===== config.mk =====
export PLATFORM = sky130hd
export DESIGN_NAME = map_level_display_ctrl_flat
export DESIGN_NICKNAME = d
export VERILOG_FILES = /design/src/rtl/map_level_display_ctrl_pkg.sv /design/src/rtl/map_level_display_ctrl_if.sv /design/src/rtl/map_level_display_ctrl_bcd_seq_converter.sv /design/src/rtl/map_level_display_ctrl.sv /design/src/flat_wrapper.sv
export SDC_FILE = /design/constraint.sdc
export NUM_CORES = 1
export LEC_CHECK = 0
export ABC_AREA = 1
export BUFFER_PORTS_ARGS = -buffer_cell sky130_fd_sc_hd__buf_2
export CORE_MARGIN = 4
export CORE_UTILIZATION = 55
export CTS_CLUSTER_DIAMETER = 150
export DETAILED_ROUTE_END_ITERATION = 8
export GPL_TIMING_DRIVEN = 0
export MAX_ROUTING_LAYER = met4
export PLACE_DENSITY = 0.8
export SKIP_LAST_GASP = 1
export SLEW_MARGIN = 15
export SYNTH_ARGS = -nofsm -noshare
export SYNTH_HDL_FRONTEND = slang
export SYNTH_SLANG_ARGS = --single-unit

===== constraint.sdc =====
create_clock -name clk -period 2.6 [get_ports clk]
set_input_delay 0.52 -clock clk [delete_from_list [all_inputs] [get_ports clk]]
set_output_delay 0.52 -clock clk [all_outputs]
set_load 0.005 [all_outputs]

===== src/rtl/map_level_display_ctrl_pkg.sv =====
// Shared definitions for the floor-map overlay controller and its renderer.
// State encoding, BCD digit width, overlay colours and the double-dabble digit adjust.
package map_level_display_ctrl_pkg;

  typedef logic [1:0] state_t;

  localparam state_t StIdle   = 2'd0;
  localparam state_t StConv   = 2'd1;
  localparam state_t StAuto   = 2'd2;
  localparam state_t StManual = 2'd3;

  localparam int unsigned BcdDigitW = 4;

  // 12-bit RGB colours used by the map renderer
  localparam logic [11:0] MapBgColour    = 12'h112;
  localparam logic [11:0] MapFloorColour = 12'h4a4;
  localparam logic [11:0] MapDigitColour = 12'hfff;

  function automatic logic [3:0] dd_adjust(input logic [3:0] digit);
    return (digit >= 4'd5) ? digit + 4'd3 : digit;
  endfunction

endpackage


===== src/rtl/map_level_display_ctrl_if.sv =====
// Signal bundle between camera/physics logic and the map controller.
// master drives the floor/key/frame inputs; slave is the controller.
interface map_level_display_ctrl_if
  import map_level_display_ctrl_pkg::*;
#(
  parameter int unsigned LEVEL_WIDTH = 5,
  parameter int unsigned BCD_DIGITS  = 2
);
  logic                            frame_tick;
  logic [LEVEL_WIDTH-1:0]          camera_y;
  logic                            map_key;
  logic                            map_on;
  logic [BcdDigitW*BCD_DIGITS-1:0] level_bcd;
  logic                            bcd_valid;
  logic                            digit_visible;

  modport master (
    output frame_tick, camera_y, map_key,
    input  map_on, level_bcd, bcd_valid, digit_visible
  );

  modport slave (
    input  frame_tick, camera_y, map_key,
    output map_on, level_bcd, bcd_valid, digit_visible
  );
endinterface


===== src/rtl/map_level_display_ctrl_bcd_seq_converter.sv =====
// Iterative double-dabble binary-to-BCD converter, one bit per clock.
// bcd is only meaningful in the cycle done is high (it is the final shift result).
module map_level_display_ctrl_bcd_seq_converter
  import map_level_display_ctrl_pkg::*;
#(
  parameter int unsigned LEVEL_WIDTH = 5,
  parameter int unsigned BCD_DIGITS  = 2
) (
  input  logic                            clk,
  input  logic                            rst_n,
  input  logic                            start,
  input  logic [LEVEL_WIDTH-1:0]          bin,
  output logic                            busy,
  output logic                            done,
  output logic [BcdDigitW*BCD_DIGITS-1:0] bcd
);
  localparam int unsigned BcdW = BcdDigitW * BCD_DIGITS;
  localparam int unsigned CntW = $clog2(LEVEL_WIDTH + 1);

  logic [LEVEL_WIDTH-1:0] sh_q;
  logic [BcdW-1:0]        acc_q, adj, acc_next;
  logic [CntW-1:0]        cnt_q;
  logic                   busy_q;

  always_comb begin
    adj = acc_q;
    for (int d = 0; d < int'(BCD_DIGITS); d++) begin
      adj[d*BcdDigitW +: BcdDigitW] = dd_adjust(acc_q[d*BcdDigitW +: BcdDigitW]);
    end
    acc_next = {adj[BcdW-2:0], sh_q[LEVEL_WIDTH-1]};
  end

  assign busy = busy_q;
  assign done = busy_q && (cnt_q == CntW'(1));
  assign bcd  = acc_next;

  always_ff @(posedge clk or negedge rst_n) begin
    if (!rst_n) begin
      sh_q   <= '0;
      acc_q  <= '0;
      cnt_q  <= '0;
      busy_q <= 1'b0;
    end else if (start) begin
      sh_q   <= bin;
      acc_q  <= '0;
      cnt_q  <= CntW'(LEVEL_WIDTH);
      busy_q <= 1'b1;
    end else if (busy_q) begin
      sh_q  <= sh_q << 1;
      acc_q <= acc_next;
      cnt_q <= cnt_q - CntW'(1);
      if (done) busy_q <= 1'b0;
    end
  end

endmodule


===== src/rtl/map_level_display_ctrl.sv =====
// Floor-map overlay sequencer: timed auto display on floor change, manual toggle key,
// registered BCD floor digits. Optional digit blink in AUTO under MAP_LEVEL_BLINK_EN.
module map_level_display_ctrl
  import map_level_display_ctrl_pkg::*;
#(
  parameter int unsigned LEVEL_WIDTH  = 5,
  parameter int unsigned BCD_DIGITS   = 2,
  parameter int unsigned SHOW_FRAMES  = 120,
  parameter int unsigned BLINK_FRAMES = 15
) (
  input logic                      clk,
  input logic                      rst_n,
  map_level_display_ctrl_if.slave  bus
);
  localparam int unsigned BcdW = BcdDigitW * BCD_DIGITS;

  state_t                 state_q, state_d, ret_q, ret_d;
  logic [7:0]             cnt_q, cnt_d;
  logic                   pend_q, pend_d;
  logic                   key_q;
  logic [LEVEL_WIDTH-1:0] latched_q;
  logic                   map_on_q, map_on_d;
  logic [BcdW-1:0]        bcd_q;
  logic                   valid_q;

  logic                   key_rise, lvl_chg, toggle;
  logic                   conv_busy, conv_done;
  logic [BcdW-1:0]        conv_bcd;

  map_level_display_ctrl_bcd_seq_converter #(
    .LEVEL_WIDTH (LEVEL_WIDTH),
    .BCD_DIGITS  (BCD_DIGITS)
  ) u_conv (
    .clk   (clk),
    .rst_n (rst_n),
    .start (lvl_chg),
    .bin   (bus.camera_y),
    .busy  (conv_busy),
    .done  (conv_done),
    .bcd   (conv_bcd)
  );

  always_comb begin
    key_rise = bus.map_key & ~key_q;
    lvl_chg  = (state_q != StConv) && !conv_busy && (bus.camera_y != latched_q);
    toggle   = pend_q ^ key_rise;
    state_d  = state_q;
    ret_d    = ret_q;
    cnt_d    = cnt_q;
    pend_d   = pend_q;

    case (state_q)
      StIdle, StAuto: begin
        if (lvl_chg) begin
          state_d = StConv;
          ret_d   = key_rise ? StManual : StAuto;
        end else if (key_rise) begin
          state_d = StManual;
        end else if ((state_q == StAuto) && bus.frame_tick) begin
          if (cnt_q == 8'd1) state_d = StIdle;
          else               cnt_d   = cnt_q - 8'd1;
        end
      end
      StManual: begin
        if (lvl_chg) begin
          state_d = StConv;
          ret_d   = key_rise ? StIdle : StManual;
        end else if (key_rise) begin
          state_d = StIdle;
        end
      end
      StConv: begin
        // key edges during conversion fold into a parity toggle applied at done
        pend_d = toggle;
        if (conv_done) begin
          pend_d  = 1'b0;
          state_d = toggle ? ((ret_q == StManual) ? StIdle : StManual) : ret_q;
        end
      end
      default: state_d = StIdle;
    endcase

    if ((state_d == StAuto) && (state_q != StAuto)) cnt_d = 8'(SHOW_FRAMES);

    map_on_d = (state_d == StConv) ? map_on_q
                                   : ((state_d == StAuto) || (state_d == StManual));
  end

  always_ff @(posedge clk or negedge rst_n) begin
    if (!rst_n) begin
      state_q   <= StIdle;
      ret_q     <= StIdle;
      cnt_q     <= '0;
      pend_q    <= 1'b0;
      key_q     <= 1'b0;
      latched_q <= '0;
      map_on_q  <= 1'b0;
      bcd_q     <= '0;
      valid_q   <= 1'b1;
    end else begin
      state_q  <= state_d;
      ret_q    <= ret_d;
      cnt_q    <= cnt_d;
      pend_q   <= pend_d;
      key_q    <= bus.map_key;
      map_on_q <= map_on_d;
      if (lvl_chg) begin
        latched_q <= bus.camera_y;
        valid_q   <= 1'b0;
      end
      if (conv_done) begin
        bcd_q   <= conv_bcd;
        valid_q <= 1'b1;
      end
    end
  end

  assign bus.map_on    = map_on_q;
  assign bus.level_bcd = bcd_q;
  assign bus.bcd_valid = valid_q;

`ifdef MAP_LEVEL_BLINK_EN
  logic [7:0] blink_cnt_q;
  logic       vis_q;

  always_ff @(posedge clk or negedge rst_n) begin
    if (!rst_n) begin
      blink_cnt_q <= '0;
      vis_q       <= 1'b1;
    end else if ((state_d == StAuto) && (state_q != StAuto)) begin
      blink_cnt_q <= 8'(BLINK_FRAMES);
      vis_q       <= 1'b1;
    end else if ((state_d == StAuto) && (state_q == StAuto)) begin
      if (bus.frame_tick) begin
        if (blink_cnt_q == 8'd1) begin
          vis_q       <= ~vis_q;
          blink_cnt_q <= 8'(BLINK_FRAMES);
        end else begin
          blink_cnt_q <= blink_cnt_q - 8'd1;
        end
      end
    end else begin
      vis_q <= 1'b1;
    end
  end

  assign bus.digit_visible = vis_q;
`else
  assign bus.digit_visible = 1'b1;
`endif

endmodule


===== src/flat_wrapper.sv =====
// flat-port wrapper written by rule: the top's interface ports become plain ports
module map_level_display_ctrl_flat import map_level_display_ctrl_pkg::*;
#(
  parameter int unsigned LEVEL_WIDTH  = 5,
  parameter int unsigned BCD_DIGITS   = 2,
  parameter int unsigned SHOW_FRAMES  = 120,
  parameter int unsigned BLINK_FRAMES = 15
)
  (clk, rst_n, bus_frame_tick, bus_camera_y, bus_map_key, bus_map_on, bus_level_bcd, bus_bcd_valid, bus_digit_visible);
  map_level_display_ctrl_if #(.LEVEL_WIDTH(LEVEL_WIDTH), .BCD_DIGITS(BCD_DIGITS)) bus_i ();
  input logic clk;
  input logic rst_n;
  input wire logic [$bits(bus_i.frame_tick)-1:0] bus_frame_tick;
  input wire logic [$bits(bus_i.camera_y)-1:0] bus_camera_y;
  input wire logic [$bits(bus_i.map_key)-1:0] bus_map_key;
  output wire logic [$bits(bus_i.map_on)-1:0] bus_map_on;
  output wire logic [$bits(bus_i.level_bcd)-1:0] bus_level_bcd;
  output wire logic [$bits(bus_i.bcd_valid)-1:0] bus_bcd_valid;
  output wire logic [$bits(bus_i.digit_visible)-1:0] bus_digit_visible;
  assign bus_i.frame_tick = bus_frame_tick;
  assign bus_i.camera_y = bus_camera_y;
  assign bus_i.map_key = bus_map_key;
  assign bus_map_on = bus_i.map_on;
  assign bus_level_bcd = bus_i.level_bcd;
  assign bus_bcd_valid = bus_i.bcd_valid;
  assign bus_digit_visible = bus_i.digit_visible;
  map_level_display_ctrl #(.LEVEL_WIDTH(LEVEL_WIDTH), .BCD_DIGITS(BCD_DIGITS), .SHOW_FRAMES(SHOW_FRAMES), .BLINK_FRAMES(BLINK_FRAMES)) u_core (.clk(clk), .rst_n(rst_n), .bus(bus_i));
endmodule

==> summary.md <==
| Metric | Value |
|---|---|
| Root Driver | `clkbuf_8` |
| Crit-path max FO | `10` |
| Pwr/cell area | `about 1200 nW/um^2` |
| Max VDD drop | `around 0.55 mV` |
| EDFF count, synth | `0` |
| Total power | `about 3 mW` |
| Post-CTS sizing | `0` |
| Final WL | `slightly above 4 mm` |
| Tightest Hold Check Type | `primary input to async pin` |
| Worst slew pin tran | `0.985 ns` |
| Initial antenna violation count | `0` |
| Crit Reg-Reg Endpoint | `u_core.cnt_q[7]$_DFFE_PN0P_` |
| Area growth, synth to finish | `11.0%` |
| Port Buf Inserts | `18` |
| Cells along the critical path | `inv_1 -> ha_1 -> nand3_1 -> a21oi_1 -> nand3_1 -> nand3_2 -> inv_2 -> nor2_2 -> nor2_1` |
| Fmax achieved | `between 500 and 600 MHz` |
| Die height | `roughly 73 um` |
| Reg2reg path depth | `9` |
| Drt drc | `0` |
| Setup crit start kind | `flop` |
| Seq/Total Area, Yosys | `between 40 and 50%` |
| Clock Skew | `between 0.01 and 0.015 ns` |
| Crit end category | `flop` |
| Die Area | `5370 sq um` |
| First drt pass iteration count | `4` |
| Avg Synthesized Cell Area | `about 8.5 sq um` |
| Yosys warning count | `0` |
| Final cycle utilization of the critical path | `about 70%` |
| Most frequent cell after synthesis | `nand2_1` |
| Vias | `about 1800` |
| Skew-Pair Late Insertion Delay | `0.30 ns` |
| Starting density of the core | `57.8%` |
| TritonCTS buffer count | `5` |
| Synth unique cells | `31` |
| Area of the multi-input gates | `985 sq um` |
| Status | `finished, final reports clean` |
| Syn Nets | `between 200 and 300` |
| CP required | `2.78 ns` |
| Total track usage | `around 17%` |
| Hold Violations, Final | `0` |
| Final setup fails | `0` |
| Post-Synthesis Cells | `about 280` |
| Initial DRC Count | `99` |
| Synth Register Bits | `46` |
| Max-slew headroom | `between 30 and 40%` |
| Most used cell, CP | `nand3_1` |
| Std-Cell Rows | `23` |
| N_diodes | `0` |
| Sequential standard cell area | `roughly 1200 sq um` |
| Ys async rst share | `100%` |
| Cts hold-fix bufs | `0` |
| Setup Crit Path Kind | `flop to flop` |
| Max-slew violations | `0` |
| Worst-path clk slew | `0.08 ns` |
| Worst R2R Start | `u_core.u_conv.cnt_q[1]$_DFFE_PN0P_` |
| Critical-path top delay cell | `dfrtp_1` |
| # nets final | `~320` |
| Placement Setup Slack | `just under 0.8 ns` |
| Core Util, Final | `64.2%` |
| Maxcap violations | `0` |
| Max incr delay on CP | `between 0.3 and 0.4 ns` |
| Routability congestion estimate | `a little over 0.8` |
| Final worst setup slack | `around 0.79 ns` |
| Final min period | `1.81 ns` |
| Commonest cells in the netlist | `nand2_1 (65), dfrtp_1 (45), inv_1 (44), o21ai_0 (20), nor2_1 (18)` |
| H-Tree Depth | `2` |
| CTS sink cnt | `46` |
| Total gr overflow | `0` |
| Largest net degree at the start of global routing | `between 40 and 50` |
| Vias in the first global route | `~1600` |
| Die extent in x | `~73 um` |
| Synth top area cells | `dfrtp_1 (48%), nand2_1 (10%), inv_1 (7.0%)` |
| Routed len/inst | `approximately 12 um` |
| Global-route wire length before repair | `roughly 7 mm` |
| DR vias/cell | `roughly 5` |
| Boundary Pins | `20` |
| Post-CTS Setup Repair Bufs | `0` |
| Fillcell total | `between 300 and 400` |
| Area leader, netlist | `dfrtp_1` |
| Worst R2R Setup Slack | `0.79 ns` |
| Mapped cell area | `between 2000 and 2500 sq um` |
| DP HPWL | `between 2 and 3 mm` |
| Top_reg_cell synth | `dfrtp_1` |
| Worst path arrival time | `~2 ns` |
| Post-synth top area share | `48.0%` |
| TritonCTS clock tree | `done` |
| CORE AREA | `around 4100 sq um` |
| Antenna-violating nets left | `0` |
| Clock Path Buffers | `2` |
| Setup TNS | `0 ns` |
| Layout cells sized above 1 | `~17%` |
| Static Leakage | `between 1 and 1.5 nW` |
| RSZ-0062 raised after global routing | `false` |
[worst max-delay path, delay by kind of cell, from the launching register on]
kind | cells | cell delay, ns
simple gates | 5 | 0.80
flops | 1 | 0.37
compound gates | 1 | 0.23
fa+ha+maj | 1 | 0.17
buf+inv | 2 | 0.14
[power by group]
| part | switching [mW] | internal [mW] | total, mW |
|---|---|---|---|
| clock network | 0.238 | 0.288 | 0.526 |
| logic | 0.801 | 0.496 | 1.30 |
| registers | 0.180 | 1.03 | 1.21 |
| total | 1.22 | 1.82 | 3.04 |
[through the flow]
stage | hold WS (ns) | std cells | cell area [sq um]
finish | 0.381 | 351 | 2610
global route | 0.384 | 351 | 2610
CTS | 0.389 | 351 | 2610
detailed placement | 0.461 | 343 | 2500
global placement | 0.451 | 343 | 2500
floorplan | 0.224 | 275 | 2350
[per-layer routing]
layer	share of wire [%]	GRT usage, %	vias to the layer above
li1	-	-	914
met1	50	22.4	816
met2	44	26.2	33
met3	4.7	4.51	7
met4	1.5	6.44	0
met5	0	-	-
[layout by cell type (no fill, tap or decap), types with 3 or more instances in the layout]
master | netlist | layout
xor2_1 | 9 | 9
o21ai_0 | 20 | 20
inv_2 | 5 | 5
nand3_2 | 3 | 3
dfrtp_1 | 45 | 45
clkbuf_8 | 0 | 5
o221ai_1 | 4 | 4
nor2_2 | 4 | 4
a21oi_1 | 6 | 6
buf_2 | 2 | 20
nand2_1 | 65 | 65
nand2_2 | 3 | 3
ha_1 | 9 | 9
clkbuf_1 | 2 | 4
inv_1 | 44 | 44
nor2_1 | 18 | 18
nand3_1 | 5 | 5
o22ai_1 | 11 | 11
[worst max-delay path by stage]
stage	depth (start not counted)	from	endpoint
3_3_place_gp	9	u_core.u_conv.cnt_q[1]$_DFFE_PN0P_	u_core.cnt_q[0]$_DFFE_PN0P_
6_report	9	u_core.u_conv.cnt_q[1]$_DFFE_PN0P_	u_core.cnt_q[7]$_DFFE_PN0P_
5_1_grt	9	u_core.u_conv.cnt_q[1]$_DFFE_PN0P_	u_core.cnt_q[1]$_DFFE_PN0P_
4_1_cts	9	u_core.u_conv.cnt_q[1]$_DFFE_PN0P_	u_core.cnt_q[7]$_DFFE_PN0P_
3_5_place_dp	9	u_core.u_conv.cnt_q[1]$_DFFE_PN0P_	u_core.cnt_q[2]$_DFFE_PN0P_
2_1_floorplan	11	bus_camera_y[4]	u_core.cnt_q[0]$_DFFE_PN0P_
[kinds of logic (layout without fill, tap and decap cells)]
group,count (synthesis),in the layout,share of synthesized area [%]
adder cells (fa/ha/maj),9,9,4.80
AO/OA/AOI/OAI,44,44,10.9
XOR/XNOR,11,11,4.11
flip-flops,46,46,49.1
buffers and inverters,54,80,8.91
other,1,1,0.160
AND/OR/NAND/NOR,110,110,22.0
[area by class of cell]
type                       count  share of cell area [%]
clock inverter                 1                    1.15
sequential                    46                    44.2
inverter                      49                    7.06
timing repair buffer          18                    3.46
multi-input combinational    175                    37.8
tap                           50                    2.40
buffer                         5                   0.961
clock buffer                   7                    2.93
[state kept, by name, indices dropped and copies added, names as in the netlist]
name                  count
u_core.bus.bcd_valid      1
u_core.bus.level_bcd      8
u_core.bus.map_on         1
u_core.cnt_q              8
u_core.key_q              1
u_core.latched_q          5
u_core.pend_q             1
u_core.ret_q              2
u_core.state_q            2
u_core.u_conv.acc_q       8
u_core.u_conv.busy        1
u_core.u_conv.cnt_q       3
u_core.u_conv.sh_q        5
No activity file was read; power rests on OpenSTA's default activity.
